## src/rtl/apb2axi_reg_gw_v2.sv

```systemverilog
// ---------------------------------------------------------------------------
// apb2axi_reg_gw_v2
//
// APB3 register gateway for the APB->AXI bridge. Software stages an AXI
// command in ADDR_LO/ADDR_HI/CMD and writes COMMIT. The gateway then holds
// the command on a valid/ready handshake to the directory. Completions are
// consumed by reading STATUS. For a read completion with beats, the gateway
// asks the RDF to stream that tag. Each beat is returned through RD_DATA,
// with APB wait states until the beat arrives. A wait that runs too long
// ends the access with an error.
//
// Optional feature (define APB2AXI_REG_IRQ_EN):
//   IRQ_CTRL at 0x1C, bit 0 = enable (RW), bit 1 = pending (W1C).
//   Pending is set when sts_valid rises, and irq = enable & pending.
//   Without the macro, irq is tied to 0 and 0x1C is unmapped.
//
// Ports
//   pclk, presetn            clock, async active-low reset
//   psel/penable/pwrite      APB control
//   paddr, pwdata            APB address / write data (paddr[4:2] decoded)
//   pready/pslverr/prdata    APB completion, error, read data (combinational)
//   cmd_valid/cmd_ready      command handshake to the directory
//   cmd_addr/len/size/is_wr  snapshot of the committed command
//   sts_*                    head of the completion status queue
//   sts_pop_valid/_tag       1-cycle consume acknowledge
//   rdf_req/rdf_req_tag      1-cycle request to start a beat stream
//   rdf_valid/ready/data/last  beat handshake from the read data FIFO
//   irq                      completion interrupt
// ---------------------------------------------------------------------------
module apb2axi_reg_gw_v2 #(
  parameter int AXI_ADDR_W = 64,
  parameter int APB_ADDR_W = 16,
  parameter int APB_DATA_W = 32,
  parameter int TAG_W      = 4,
  parameter int RD_TIMEOUT = 255
) (
  input  logic                  pclk,
  input  logic                  presetn,
  input  logic                  psel,
  input  logic                  penable,
  input  logic                  pwrite,
  input  logic [APB_ADDR_W-1:0] paddr,
  input  logic [APB_DATA_W-1:0] pwdata,
  output logic                  pready,
  output logic                  pslverr,
  output logic [APB_DATA_W-1:0] prdata,
  output logic                  cmd_valid,
  input  logic                  cmd_ready,
  output logic [AXI_ADDR_W-1:0] cmd_addr,
  output logic [7:0]            cmd_len,
  output logic [2:0]            cmd_size,
  output logic                  cmd_is_write,
  input  logic                  sts_valid,
  input  logic                  sts_error,
  input  logic [1:0]            sts_resp,
  input  logic                  sts_is_write,
  input  logic [TAG_W-1:0]      sts_tag,
  input  logic [7:0]            sts_num_beats,
  output logic                  sts_pop_valid,
  output logic [TAG_W-1:0]      sts_pop_tag,
  output logic                  rdf_req,
  output logic [TAG_W-1:0]      rdf_req_tag,
  input  logic                  rdf_valid,
  output logic                  rdf_ready,
  input  logic [31:0]           rdf_data,
  input  logic                  rdf_last,
  output logic                  irq
);

  typedef enum logic [1:0] {
    S_IDLE   = 2'd0,
    S_REQ    = 2'd1,
    S_STREAM = 2'd2
  } state_t;

  localparam logic [2:0] SEL_ADDR_LO  = 3'd0;
  localparam logic [2:0] SEL_ADDR_HI  = 3'd1;
  localparam logic [2:0] SEL_CMD      = 3'd2;
  localparam logic [2:0] SEL_COMMIT   = 3'd3;
  localparam logic [2:0] SEL_STATUS   = 3'd4;
  localparam logic [2:0] SEL_RD_DATA  = 3'd5;
  localparam logic [2:0] SEL_INFO     = 3'd6;
`ifdef APB2AXI_REG_IRQ_EN
  localparam logic [2:0] SEL_IRQ_CTRL = 3'd7;
`endif

  localparam logic [15:0] TMO_LIMIT = 16'(RD_TIMEOUT);

  state_t state_q, state_d;

  logic [APB_DATA_W-1:0] addr_lo_q, addr_hi_q, cmd_q;
  logic [31:0]           snap_lo_q, snap_hi_q;
  logic [7:0]            snap_len_q;
  logic [2:0]            snap_size_q;
  logic                  snap_is_write_q;
  logic [63:0]           snap_addr_full;
  logic [TAG_W-1:0]      armed_tag_q;
  logic [15:0]           wait_cnt_q;
  logic [7:0]            tmo_cnt_q, drop_cnt_q;

  logic [2:0]            reg_sel;
  logic                  apb_acc, reg_wr, apb_rd, commit_wr;
  logic                  status_rd, rd_data_acc;
  logic                  pop_fire, rd_timeout, rd_wait;
  logic [31:0]           status_word, info_word;
  logic                  unused_paddr_bits;

  assign reg_sel     = paddr[4:2];
  assign apb_acc     = psel & penable;
  assign reg_wr      = apb_acc & pwrite;
  assign apb_rd      = apb_acc & ~pwrite;
  assign commit_wr   = reg_wr & (reg_sel == SEL_COMMIT);
  assign status_rd   = apb_rd & (reg_sel == SEL_STATUS);
  assign rd_data_acc = apb_rd & (reg_sel == SEL_RD_DATA);
  assign rd_wait     = rdf_ready & ~rdf_valid;

  assign unused_paddr_bits = ^{paddr[APB_ADDR_W-1:5], paddr[1:0]};

  // The command outputs come from the snapshot taken at COMMIT. Software can
  // therefore prepare the next command while this one waits for cmd_ready.
  assign snap_addr_full = {snap_hi_q, snap_lo_q};
  assign cmd_addr       = snap_addr_full[AXI_ADDR_W-1:0];
  assign cmd_len        = snap_len_q;
  assign cmd_size       = snap_size_q;
  assign cmd_is_write   = snap_is_write_q;
  assign rdf_req_tag    = armed_tag_q;

  // Read-only views of the completion head and of gateway health.
  always_comb begin
    status_word                = '0;
    status_word[31]            = sts_valid;
    status_word[30]            = sts_error;
    status_word[29:28]         = sts_resp;
    status_word[27]            = sts_is_write;
    status_word[26]            = (state_q != S_IDLE);
    status_word[23:16]         = sts_num_beats;
    status_word[TAG_W-1:0]     = sts_tag;

    info_word                  = '0;
    info_word[0]               = cmd_valid;
    info_word[2:1]             = state_q;
    info_word[15:8]            = tmo_cnt_q;
    info_word[23:16]           = drop_cnt_q;
  end

  // Stream FSM state register.
  always_ff @(posedge pclk or negedge presetn) begin
    if (!presetn) begin
      state_q <= S_IDLE;
    end else begin
      state_q <= state_d;
    end
  end

  // Stream FSM next state and strobes. A completion is popped only in IDLE,
  // so a STATUS read during a stream returns data but has no side effects.
  // Once the wait counter reaches the limit, ready is withheld for that
  // cycle, so a late beat is never consumed by an access that has already
  // timed out.
  always_comb begin
    state_d    = state_q;
    pop_fire   = 1'b0;
    rdf_req    = 1'b0;
    rdf_ready  = 1'b0;
    rd_timeout = 1'b0;
    case (state_q)
      S_IDLE: begin
        if (status_rd && sts_valid) begin
          pop_fire = 1'b1;
          if (!sts_is_write && (sts_num_beats != 8'd0)) begin
            state_d = S_REQ;
          end
        end
      end
      S_REQ: begin
        rdf_req = 1'b1;
        state_d = S_STREAM;
      end
      S_STREAM: begin
        if (rd_data_acc) begin
          if (wait_cnt_q == TMO_LIMIT) begin
            rd_timeout = 1'b1;
          end else begin
            rdf_ready = 1'b1;
            if (rdf_valid && rdf_last) begin
              state_d = S_IDLE;
            end
          end
        end
      end
      default: state_d = S_IDLE;
    endcase
  end

`ifdef APB2AXI_REG_IRQ_EN
  logic irq_en_q, irq_pend_q, sts_valid_q;
  logic irq_en_d, irq_pend_d, irq_wr;

  assign irq_wr = reg_wr & (reg_sel == SEL_IRQ_CTRL);

  // The set from a rising sts_valid is applied after the W1C. If both happen
  // in the same cycle, pending stays set and the new completion is not lost.
  always_comb begin
    irq_en_d   = irq_en_q;
    irq_pend_d = irq_pend_q;
    if (irq_wr) begin
      irq_en_d = pwdata[0];
      if (pwdata[1]) begin
        irq_pend_d = 1'b0;
      end
    end
    if (sts_valid && !sts_valid_q) begin
      irq_pend_d = 1'b1;
    end
  end

  // Interrupt registers. irq is registered from the next-state values, so it
  // follows pending without an extra cycle of lag.
  always_ff @(posedge pclk or negedge presetn) begin
    if (!presetn) begin
      irq_en_q    <= 1'b0;
      irq_pend_q  <= 1'b0;
      sts_valid_q <= 1'b0;
      irq         <= 1'b0;
    end else begin
      irq_en_q    <= irq_en_d;
      irq_pend_q  <= irq_pend_d;
      sts_valid_q <= sts_valid;
      irq         <= irq_en_d & irq_pend_d;
    end
  end
`else
  assign irq = 1'b0;
`endif

  // APB response decode. Every access completes without wait states, except
  // an RD_DATA read during a stream, which waits for a beat or for the
  // timeout. On an error, prdata is left at zero.
  always_comb begin
    pready  = 1'b1;
    pslverr = 1'b0;
    prdata  = '0;
    if (apb_acc) begin
      case (reg_sel)
        SEL_ADDR_LO: if (!pwrite) prdata = addr_lo_q;
        SEL_ADDR_HI: if (!pwrite) prdata = addr_hi_q;
        SEL_CMD:     if (!pwrite) prdata = cmd_q;
        SEL_COMMIT:  if (!pwrite || cmd_valid) pslverr = 1'b1;
        SEL_STATUS: begin
          if (pwrite) pslverr = 1'b1;
          else        prdata  = status_word;
        end
        SEL_RD_DATA: begin
          if (pwrite || (state_q != S_STREAM) || rd_timeout) begin
            pslverr = 1'b1;
          end else begin
            pready = rdf_valid;
            if (rdf_valid) prdata = rdf_data;
          end
        end
        SEL_INFO: begin
          if (pwrite) pslverr = 1'b1;
          else        prdata  = info_word;
        end
`ifdef APB2AXI_REG_IRQ_EN
        SEL_IRQ_CTRL: if (!pwrite) prdata = {30'd0, irq_pend_q, irq_en_q};
`endif
        default: pslverr = 1'b1;
      endcase
    end
  end

  // Staging registers and the command handshake. A COMMIT while a command is
  // still pending is rejected and counted. The pending command is not
  // touched.
  always_ff @(posedge pclk or negedge presetn) begin
    if (!presetn) begin
      addr_lo_q       <= '0;
      addr_hi_q       <= '0;
      cmd_q           <= '0;
      snap_lo_q       <= '0;
      snap_hi_q       <= '0;
      snap_len_q      <= '0;
      snap_size_q     <= '0;
      snap_is_write_q <= 1'b0;
      cmd_valid       <= 1'b0;
      drop_cnt_q      <= '0;
    end else begin
      if (reg_wr) begin
        case (reg_sel)
          SEL_ADDR_LO: addr_lo_q <= pwdata;
          SEL_ADDR_HI: addr_hi_q <= pwdata;
          SEL_CMD:     cmd_q     <= pwdata;
          default: ;
        endcase
      end
      if (commit_wr && !cmd_valid) begin
        snap_lo_q       <= addr_lo_q;
        snap_hi_q       <= addr_hi_q;
        snap_len_q      <= cmd_q[7:0];
        snap_size_q     <= cmd_q[10:8];
        snap_is_write_q <= cmd_q[31];
        cmd_valid       <= 1'b1;
      end else if (cmd_valid && cmd_ready) begin
        cmd_valid <= 1'b0;
      end
      if (commit_wr && cmd_valid && (drop_cnt_q != 8'hFF)) begin
        drop_cnt_q <= drop_cnt_q + 8'd1;
      end
    end
  end

  // Pop acknowledge and armed tag. The pop is a single-cycle pulse taken
  // from the FSM strobe. The armed tag holds the stream identity for the
  // request that follows.
  always_ff @(posedge pclk or negedge presetn) begin
    if (!presetn) begin
      sts_pop_valid <= 1'b0;
      sts_pop_tag   <= '0;
      armed_tag_q   <= '0;
    end else begin
      sts_pop_valid <= pop_fire;
      if (pop_fire) begin
        sts_pop_tag <= sts_tag;
        armed_tag_q <= sts_tag;
      end
    end
  end

  // Wait-state counter for RD_DATA and the saturating timeout tally. The
  // counter restarts at every completed access, so each access gets the
  // full budget.
  always_ff @(posedge pclk or negedge presetn) begin
    if (!presetn) begin
      wait_cnt_q <= '0;
      tmo_cnt_q  <= '0;
    end else begin
      if (apb_acc && pready) begin
        wait_cnt_q <= '0;
      end else if (rd_wait) begin
        wait_cnt_q <= wait_cnt_q + 16'd1;
      end
      if (rd_timeout && (tmo_cnt_q != 8'hFF)) begin
        tmo_cnt_q <= tmo_cnt_q + 8'd1;
      end
    end
  end

endmodule

```

## config.mk

```make
export PLATFORM = sky130hd
export DESIGN_NAME = apb2axi_reg_gw_v2
export DESIGN_NICKNAME = d
export VERILOG_FILES = /design/src/rtl/apb2axi_reg_gw_v2.sv
export SDC_FILE = /design/constraint.sdc
export NUM_CORES = 1
export LEC_CHECK = 0
export CAP_MARGIN = 10
export CORE_ASPECT_RATIO = 1.75
export CORE_MARGIN = 3
export CORE_UTILIZATION = 39
export DETAILED_ROUTE_END_ITERATION = 8
export GPL_TIMING_DRIVEN = 0
export SLEW_MARGIN = 20
export SYNTH_ARGS = -nofsm -noshare
export SYNTH_HDL_FRONTEND = slang
export SYNTH_SLANG_ARGS = --single-unit
export TNS_END_PERCENT = 5
```

## constraint.sdc

```tcl
create_clock -name pclk -period 3.77 [get_ports pclk]
set_clock_uncertainty 0.1 [all_clocks]
set_input_delay 0.754 -clock pclk [delete_from_list [all_inputs] [get_ports pclk]]
set_output_delay 0.754 -clock pclk [all_outputs]
set_load 0.02 [all_outputs]
```

Word-level counts from Yosys, hierarchy flattened
Index checks and enable logic that the tools add are counted. Widths: inputs -> output; s select.

Bits in registers: 212. Bits in latches: 0. Bits in writable memories: 0. Bits in read-only memories: 0. Output and inout port bits: 123. Logic and storage cells: 107. Memories kept: 0.

$add $sub $neg: 3. Multipliers: 0. Divide/modulo/power cells: 0. Magnitude comparators: 0. Eq/ne operators: 17. Shift operators: 0. Muxes and demuxes: 36. Bitwise gates (word level): 9. Reduce and logical (&&, ||, !) cells: 27.

Operators by type and width (number): $mux 32 (7); $pmux 32 s6 (1); $mux 16 (2); $mux 24 (1); $mux 1 (18); $add 16x1->16 const B (1); $add 8x1->8 const B (2); $eq 16x8->1 const B (1); $ne 8x8->1 const B (2); $ne 2x2->1 const B (6); $mux 2 (5); $eq 3x3->1 const B (3); $logic_and 1x1->1 (9); $reduce_bool 8->1 (1); $and 1x1->1 (7); $eq 3x2->1 const B (2); $pmux 2 s3 (1); $reduce_and 2->1 (3); $reduce_bool 2->1 (3); $reduce_and 5->1 (1); $pmux 1 s4 (1); $eq 3x1->1 const B (1); $logic_not 1->1 (3); $logic_not 3->1 (1); 7 further kinds (10).

Longest topological paths before layout
Gate-level depths: netlist (run 1).

Depth after elaboration: 11. Mapped depth: 7. Mapped depth without buffers: 6.

Worst setup path after synthesis (run 1)
No wires, ideal clock.

Kind: input to output. From: input paddr[2]. To: output prdata[23]. Arrival: 2136 ps. Data required time: 2916 ps. Setup slack: 780 ps. Stages: 6. Path buffers: 2. Cells stage by stage: buf_2 -> nand3b_1 -> or3_1 -> nor3b_2 -> buf_2 -> a22o_1.

Word-level cells in the longest chain between the ends: 8.

RTL lines: from (decl) (RTL line 42) `input logic [APB_ADDR_W-1:0] paddr,`; $eq 3x3->1 (RTL line 114, 244); $and 1x1->1 (RTL line 114) `assign rd_data_acc = apb_rd & (reg_sel == SEL_RD_DATA);`; $mux 1 (RTL line 180) `if (rd_data_acc) begin`; $mux 1 (RTL line 166) `case (state_q)`; $logic_or 1x1->1 (RTL line 254) `if (pwrite || (state_q != S_STREAM) || rd_timeout) begin`; $mux 32 (RTL line 254); $pmux 32 s6 * (RTL line 244) `case (reg_sel)`; $mux 32 * (RTL line 243) `if (apb_acc) begin`; to (decl) (RTL line 46) `output logic [APB_DATA_W-1:0] prdata,`.

Mark *: on every way between the ends. The rest lies on a longest branch, timed or not.

Final worst setup path (run 1)
From: input paddr[4]. To: output pslverr.

Word-level cells in the longest chain between the ends: 8.

RTL lines: $eq 3x3->1 (RTL line 114, 244); $and 1x1->1 (RTL line 114); $mux 1 (RTL line 180); $mux 1 (RTL line 166); $logic_or 1x1->1 (RTL line 254); $mux 1 (RTL line 254); $pmux 1 s4 * (RTL line 244); $mux 1 * (RTL line 243); to (decl) (RTL line 45) `output logic pslverr,`.

Marks and branches as above.

==> results of run 1 <==
[metrics by stage]
stage	util	setup slack, ns
3_5_place_dp	0.503	-0.961
3_3_place_gp	0.501	-7.44
4_1_cts	0.530	-0.0260
2_1_floorplan	-	0.780
5_1_grt	0.530	-0.0622
6_report	0.530	-0.0239
[critical path, cell delays in order]
cell and delay, ns:
clkdlybuf4s50_1 0.50, buf_4 0.24, buf_6 0.17, buf_4 0.20
clkbuf_4 0.22, a222oi_1 0.43, nor2_1 0.08, dlygate4sd2_1 0.34
[cell type report]
class                      count  area, µm²  share of cell area
antenna                        1       2.50            0.000190
buffer                        57        324              0.0245
clock buffer                  29        596              0.0451
clock inverter                 6       55.1             0.00417
inverter                       7       26.3             0.00199
multi-input combinational    496       4400               0.333
sequential                   212       5310               0.402
tap                          312        390              0.0296
timing repair buffer         221       2110               0.160
[cells by family after synthesis]
family / after synthesis / synth area share
adders and majority gates: 3 / 0.00377
DFF: 212 / 0.532
AOI/OAI and AO/OA: 147 / 0.112
and+or+nand+nor: 122 / 0.0746
buffers and inverters: 65 / 0.0303
muxes: 209 / 0.235
other: 1 / 0.000376
xor gates and xnor gates: 14 / 0.0123
[what timing repair did]
action	in CTS	in global routing
setup buffers	5	2
resized for setup	152	13
pin swaps	2	2
setup endpoints to repair	35	30
[cell usage after synthesis (4+ instances only)]
cell type  count
nor4_1        13
nor2_1        12
o22ai_1       12
a22o_1        27
mux2i_1       12
dfrtp_1      212
a21oi_1       10
inv_1          6
clkbuf_1      25
nand2_1       25
o21ai_0       13
a2bb2oi_1      4
a22oi_1       35
nand2b_1       5
buf_4          6
mux2_2       197
and3_1         4
buf_2         22
o31ai_1        4
o2bb2ai_1     17
or4_1          8
a31oi_1        5
and4_1         5
buf_1          4
nand4_1       10
nor3_1         5
nand3_1       14
xor2_1        14
[power groups by stage]
| stage | clock network (mW) | logic (mW) | registers, mW |
|---|---|---|---|
| after detailed placement | 0 | 1.12 | 2.84 |
| after CTS | 2.09 | 1.13 | 2.80 |
| after floorplan | 0 | 0.463 | 2.90 |
| after global placement | 0 | 1.10 | 2.83 |
| final | 2.04 | 1.11 | 2.79 |
| after global routing | 2.18 | 1.19 | 2.84 |
[layer usage]
layer,vias to the layer above,GRT usage
met2,216,0.406
li1,3402,-
met1,3796,0.262
met4,2,0.0583
met5,-,0
met3,38,0.0346
[how the worst max path moves through the flow]
stage | startpoint | slack [ns] | endpoint
5_1_grt | paddr[4] | -0.06 | pslverr
6_report | paddr[4] | -0.02 | pslverr
3_3_place_gp | presetn | -7.44 | cmd_size[0]
3_5_place_dp | paddr[4] | -0.96 | prdata[28]
2_1_floorplan | paddr[2] | 0.78 | prdata[23]
4_1_cts | wait_cnt_q[12] | -0.03 | prdata[7]
[state kept, by name, indices dropped and copies added, names as in the netlist, 4 cells and up]
register and flops:
rdf_req_tag 4, wait_cnt_q 16, addr_lo_q 32, cmd_q 32
addr_hi_q 32, cmd_len 8, snap_lo_q 32, drop_cnt_q 8
tmo_cnt_q 8, snap_hi_q 32
==> flow_summary_export.csv, run 1 <==
group,metric,value,unit
global_routing,grt_max_degree,94,
layout,final_cell_count_no_fill,1341,
clock_network,cts_sinks,212,
layout,finalInstanceArea,0.0132,mm²
power,power-per-cell-area,450,mW/mm²
timing,setup_slack,-0.0239,ns
timing,timing.fmax,264,MHz
routing,ant_nets,0,
worst_setup_path,arrival,2.94,ns
routing,wl,30600,µm
global_routing,grt_pass1_vias,7957,
clock_network,clkTransAtPathRegs,0.07,ns
clock_network,cts_max_level,1,
timing,rsz0062_at_grt,"yes",
synth,yosysTopAreaCellShare,0.532,
layout,areaGrowthSynthToFinish,32.5,%
clock_network,clockBufferDepth,3,
worst_setup_path,cp.required,2.92,ns
worst_setup_path,worst-path-max-fanout,10,
routing,dr_wl_met3,1530,µm
synth,synth.area.top_cells,"dfrtp_1 53%, mux2_2 22%, a22oi_1 2.6%",
power,ir_drop,0.396,mV
timing,hold_violations,0,
power,switching_share,0.266,
die,dieArea,0.0276,mm²
routing,drtIter0Drc,481,
global_routing,grt_first_pass_wirelength,47000,µm
synth,synth-edff-count,0,
die,initial_core_util,0.400,
routing,top_layer_used,"met5",
routing,m1WireLength,11700,µm
layout,num-fill-cells,2244,
timing,final.setup.tns,-0.0239,ns
flow_run,drv_cap,0,
place,routabilityCongestion,0.853,
global_routing,gr-usage-all-layers,0.219,
die,design.core.area,0.0249,mm²
power,p_switching,1.58,mW
status,outcome,"complete, but fails checks",
worst_setup_path,r2r_cells,4,
clock_network,clock_latency,0.50,ns
synth,synth_flop_cell,"dfrtp_1",
synth,async_flop_share,1.00,
clock_network,clock_tree.root_cell,"clkbuf_16",
timing,finalMaxSlewViolations,0,
synth,synth_cells,773,
status,violations,"setup timing",
place,place_hpwl,22300,µm
worst_setup_path,path_class,"input port to output port",
routing,route.detailed.drc,0,
worst_hold_path,hold_class,"input port to async pin",
routing,wl_met2,16600,µm
timing,fin_hold_ws,0.0161,ns
synth,synth_cell_types,61,
timing,min_period,3.79,ns
routing,num_vias,7454,
layout,layout-drive-gt1-share,0.321,
power,p_comb_frac,0.187,
worst_setup_path,crit_path_start_kind,"input port",
clock_network,cts_made_buffers,21,
timing,worst_pin_slew,0.806,ns
worst_setup_path,r2r_end,"wait_cnt_q[3]",
die,core.rowCount,76,
power,internal-power,4.36,mW
layout,layout_common_cells,"210 x dfrtp_1, 197 x mux2_2, 172 x clkdlybuf4s50_1",
synth,synth.avg_cell_area,12.9,µm²
die,dieWidth,127,µm
timing,setup_viol,1,
layout,num-nets-final,1124,
clock_network,cts_tree,"done",
worst_setup_path,worst_setup_path_end_kind,"output port",
synth,synth-seq-cells,212,
routing,routed_via_density,5.56,
place,place_area,0.0125,mm²
power,clkPwrFrac,0.343,
synth,synth_seq_area_share,0.532,
synth,yosysTopAreaCell,"dfrtp_1",
die,die_h,217,µm
global_routing,antenna_found_initial,2,
die,ios,228,
power,power.leakage,5.92,nW
worst_setup_path,rrSetupSlack,1.41,ns
synth,syn-cell-area,0.00996,mm²
synth,syn-num-nets,881,
routing,wire_per_inst,22.8,µm
timing,fin_crit_sh,1.01,
clock_network,cts_hold_buf,0,
synth,yosys_warnings,0,
routing,drt_first_pass_iters,5,
place,place_inst,1299,
timing,maxSlewHeadroom,0.463,
power,p_total,5.95,mW
worst_setup_path,r2r_start,"state_q[0]",
layout,layout_commonest_cell,"dfrtp_1",
place,portBuffers,212,
power,power_frac_seq,0.470,
global_routing,overflow,0,
Note: power is estimated with default switching activity, not from simulation.
==> run 2: changes to the inputs <==
--- a/config.mk
+++ b/config.mk
@@ -7,11 +7,9 @@
 export LEC_CHECK = 0
 export CAP_MARGIN = 10
 export CORE_ASPECT_RATIO = 1.75
-export CORE_MARGIN = 3
 export CORE_UTILIZATION = 39
 export DETAILED_ROUTE_END_ITERATION = 8
 export GPL_TIMING_DRIVEN = 0
-export SLEW_MARGIN = 20
 export SYNTH_ARGS = -nofsm -noshare
 export SYNTH_HDL_FRONTEND = slang
 export SYNTH_SLANG_ARGS = --single-unit
==> run 2 against run 1 <==
Against the previous run: the flow now finishes without violations; register-to-register slack got worse by 0.12 ns; routed wire length is 0.52% lower; sequential share of layout area is 0.35 points lower; worst setup slack gained 0.076 ns; sequential cell count unchanged; clock-buffer cell count is 1 lower; cell area up 0.84%; highest routed layer is now met4; critical endpoint is now prdata[24].
==> flow_summary_export.csv, run 2 (synthesis gave the netlist of run 1 again) <==
group,metric,value,unit
worst_setup_path,crit_path_end,"prdata[24]",
layout,layout_common_cells,"212 x dfrtp_1, 197 x mux2_2, 173 x clkdlybuf4s50_1",
layout,layout_commonest_cell,"dfrtp_1",
worst_setup_path,crit_path_start_kind,"flip-flop",
layout,num-fill-cells,2226,
clock_network,cts_made_buffers,22,
worst_setup_path,cp.required,2.92,ns
worst_setup_path,startpoint,"wait_cnt_q[12]",
layout,num-nets-final,1123,
clock_network,clkTransAtPathRegs,0.06,ns
place,place_hpwl,22100,µm
clock_network,clockBufferDepth,3,
worst_hold_path,hold_class,"input port to async pin",
timing,min_period,3.72,ns
routing,route.detailed.drc,0,
global_routing,grt_first_pass_wirelength,46400,µm
worst_setup_path,worst-path-max-fanout,10,
global_routing,grt_max_degree,114,
die,design.core.area,0.0251,mm²
die,dieWidth,123,µm
timing,rsz0062_at_grt,"yes",
timing,finalMaxSlewViolations,0,
timing,setup_slack,0.0525,ns
timing,timing.fmax,269,MHz
worst_setup_path,r2r_cells,5,
worst_setup_path,worst_setup_path_end_kind,"output port",
layout,areaGrowthSynthToFinish,33.6,%
worst_setup_path,r2r_start,"wait_cnt_q[12]",
timing,fin_crit_sh,0.986,
clock_network,clock_latency,0.50,ns
clock_network,cts_max_level,1,
timing,hold_violations,0,
die,dieArea,0.0262,mm²
timing,setup_viol,0,
die,core.rowCount,77,
die,initial_core_util,0.396,
layout,multi_input_area,0.00438,mm²
worst_setup_path,rrSetupSlack,1.29,ns
clock_network,clock_tree.root_cell,"clkbuf_16",
die,ios,228,
timing,worst_pin_slew,0.900,ns
clock_network,cts_tree,"done",
place,routabilityCongestion,0.842,
routing,wl,30400,µm
timing,final.setup.tns,0,ns
die,die_h,213,µm
layout,seqCellArea,0.00531,mm²
routing,wire_per_inst,22.6,µm
worst_setup_path,arrival,2.86,ns
timing,maxSlewHeadroom,0.400,
clock_network,cts_hold_buf,0,
place,post-place-ws,-0.952,ns
routing,num_vias,7560,
routing,routed_via_density,5.61,
worst_setup_path,r2r_end,"wait_cnt_q[6]",
status,outcome,"complete, no violations",
power,power-per-cell-area,465,mW/mm²
layout,layout-drive-gt1-share,0.299,
flow_run,drv_cap,0,
power,ir_drop,0.339,mV
routing,drtIter0Drc,387,
global_routing,antenna_found_initial,1,
power,power.leakage,5.96,nW
global_routing,overflow,0,
routing,ant_nets,0,
worst_setup_path,path_class,"flip-flop to output port",
global_routing,gr-usage-all-layers,0.236,
place,portBuffers,212,
routing,drt_first_pass_iters,6,
clock_network,cts_sinks,212,
global_routing,grt_pass1_vias,7964,
-- run 2: worst min-delay path by stage --
| stage | depth (start not counted) | from | endpoint | slack, ns |
|---|---|---|---|---|
| floorplan | 1 | drop_cnt_q[4] | drop_cnt_q[4] | 0.35 |
| global placement | 1 | drop_cnt_q[4] | drop_cnt_q[4] | 0.37 |
| detailed placement | 1 | drop_cnt_q[4] | drop_cnt_q[4] | 0.38 |
| CTS | 1 | presetn | snap_hi_q[27] | 0.25 |
| global route | 1 | presetn | snap_hi_q[27] | 0.24 |
| finish | 1 | presetn | snap_hi_q[27] | 0.17 |
-- run 2: cell type report --
cell class,count,area share
clock buffers,28,0.0469
diodes,1,0.000188
flip-flops and latches,212,0.398
multi-input cells,496,0.329
well taps,316,0.0297
repair buffers,219,0.160
inverters,7,0.00197
plain buffers,57,0.0239
clock inverters,11,0.00977
-- run 2: per-layer routing --
layer / track usage / wire length (µm) / vias up / share of wire
li1: - / - / 3404 / -
met1: 0.273 / 11400 / 3867 / 0.38
met2: 0.441 / 16600 / 247 / 0.55
met3: 0.0343 / 1530 / 42 / 0.050
met4: 0.0715 / 817 / 0 / 0.027
met5: 0 / 0 / - / 0
-- run 2: what timing repair did --
| action | in CTS | in global routing |
|---|---|---|
| cloned | 0 | 0 |
| setup endpoints to repair | 35 | 32 |
| pin swaps | 2 | 0 |
| setup buffers | 5 | 1 |
| gates resized for setup | 67 | 33 |
-- run 2: where the power goes --
part	internal [mW]	leakage (nW)	total [mW]	switching (mW)
logic	0.605	2.77	1.10	0.498
registers	2.59	2.82	2.80	0.211
clock network	1.37	0.381	2.29	0.915
total	4.57	5.96	6.19	1.62
-- run 2: per-stage QoR --
stage               instance area, µm²   util  hold slack (ns)  power [mW]  instances
global placement                 12500  0.496            0.370        3.93       1301
detailed placement               12500  0.498            0.377        3.95       1302
global route                     13300  0.530            0.240        6.45       1347
CTS                              13300  0.530            0.253        6.26       1345
floorplan                         9960      -            0.350        3.37        773
finish                           13300  0.530            0.174        6.19       1347
-- run 2: worst max-delay path, stage by stage (launching register included) --
cell and delay, ns:
dfrtp_1 0.42, or4_4 0.57, nor4_4 0.25, buf_4 0.19, nor3b_4 0.04, buf_4 0.16
buf_4 0.19, a22o_1 0.24, clkdlybuf4s15_1 0.28
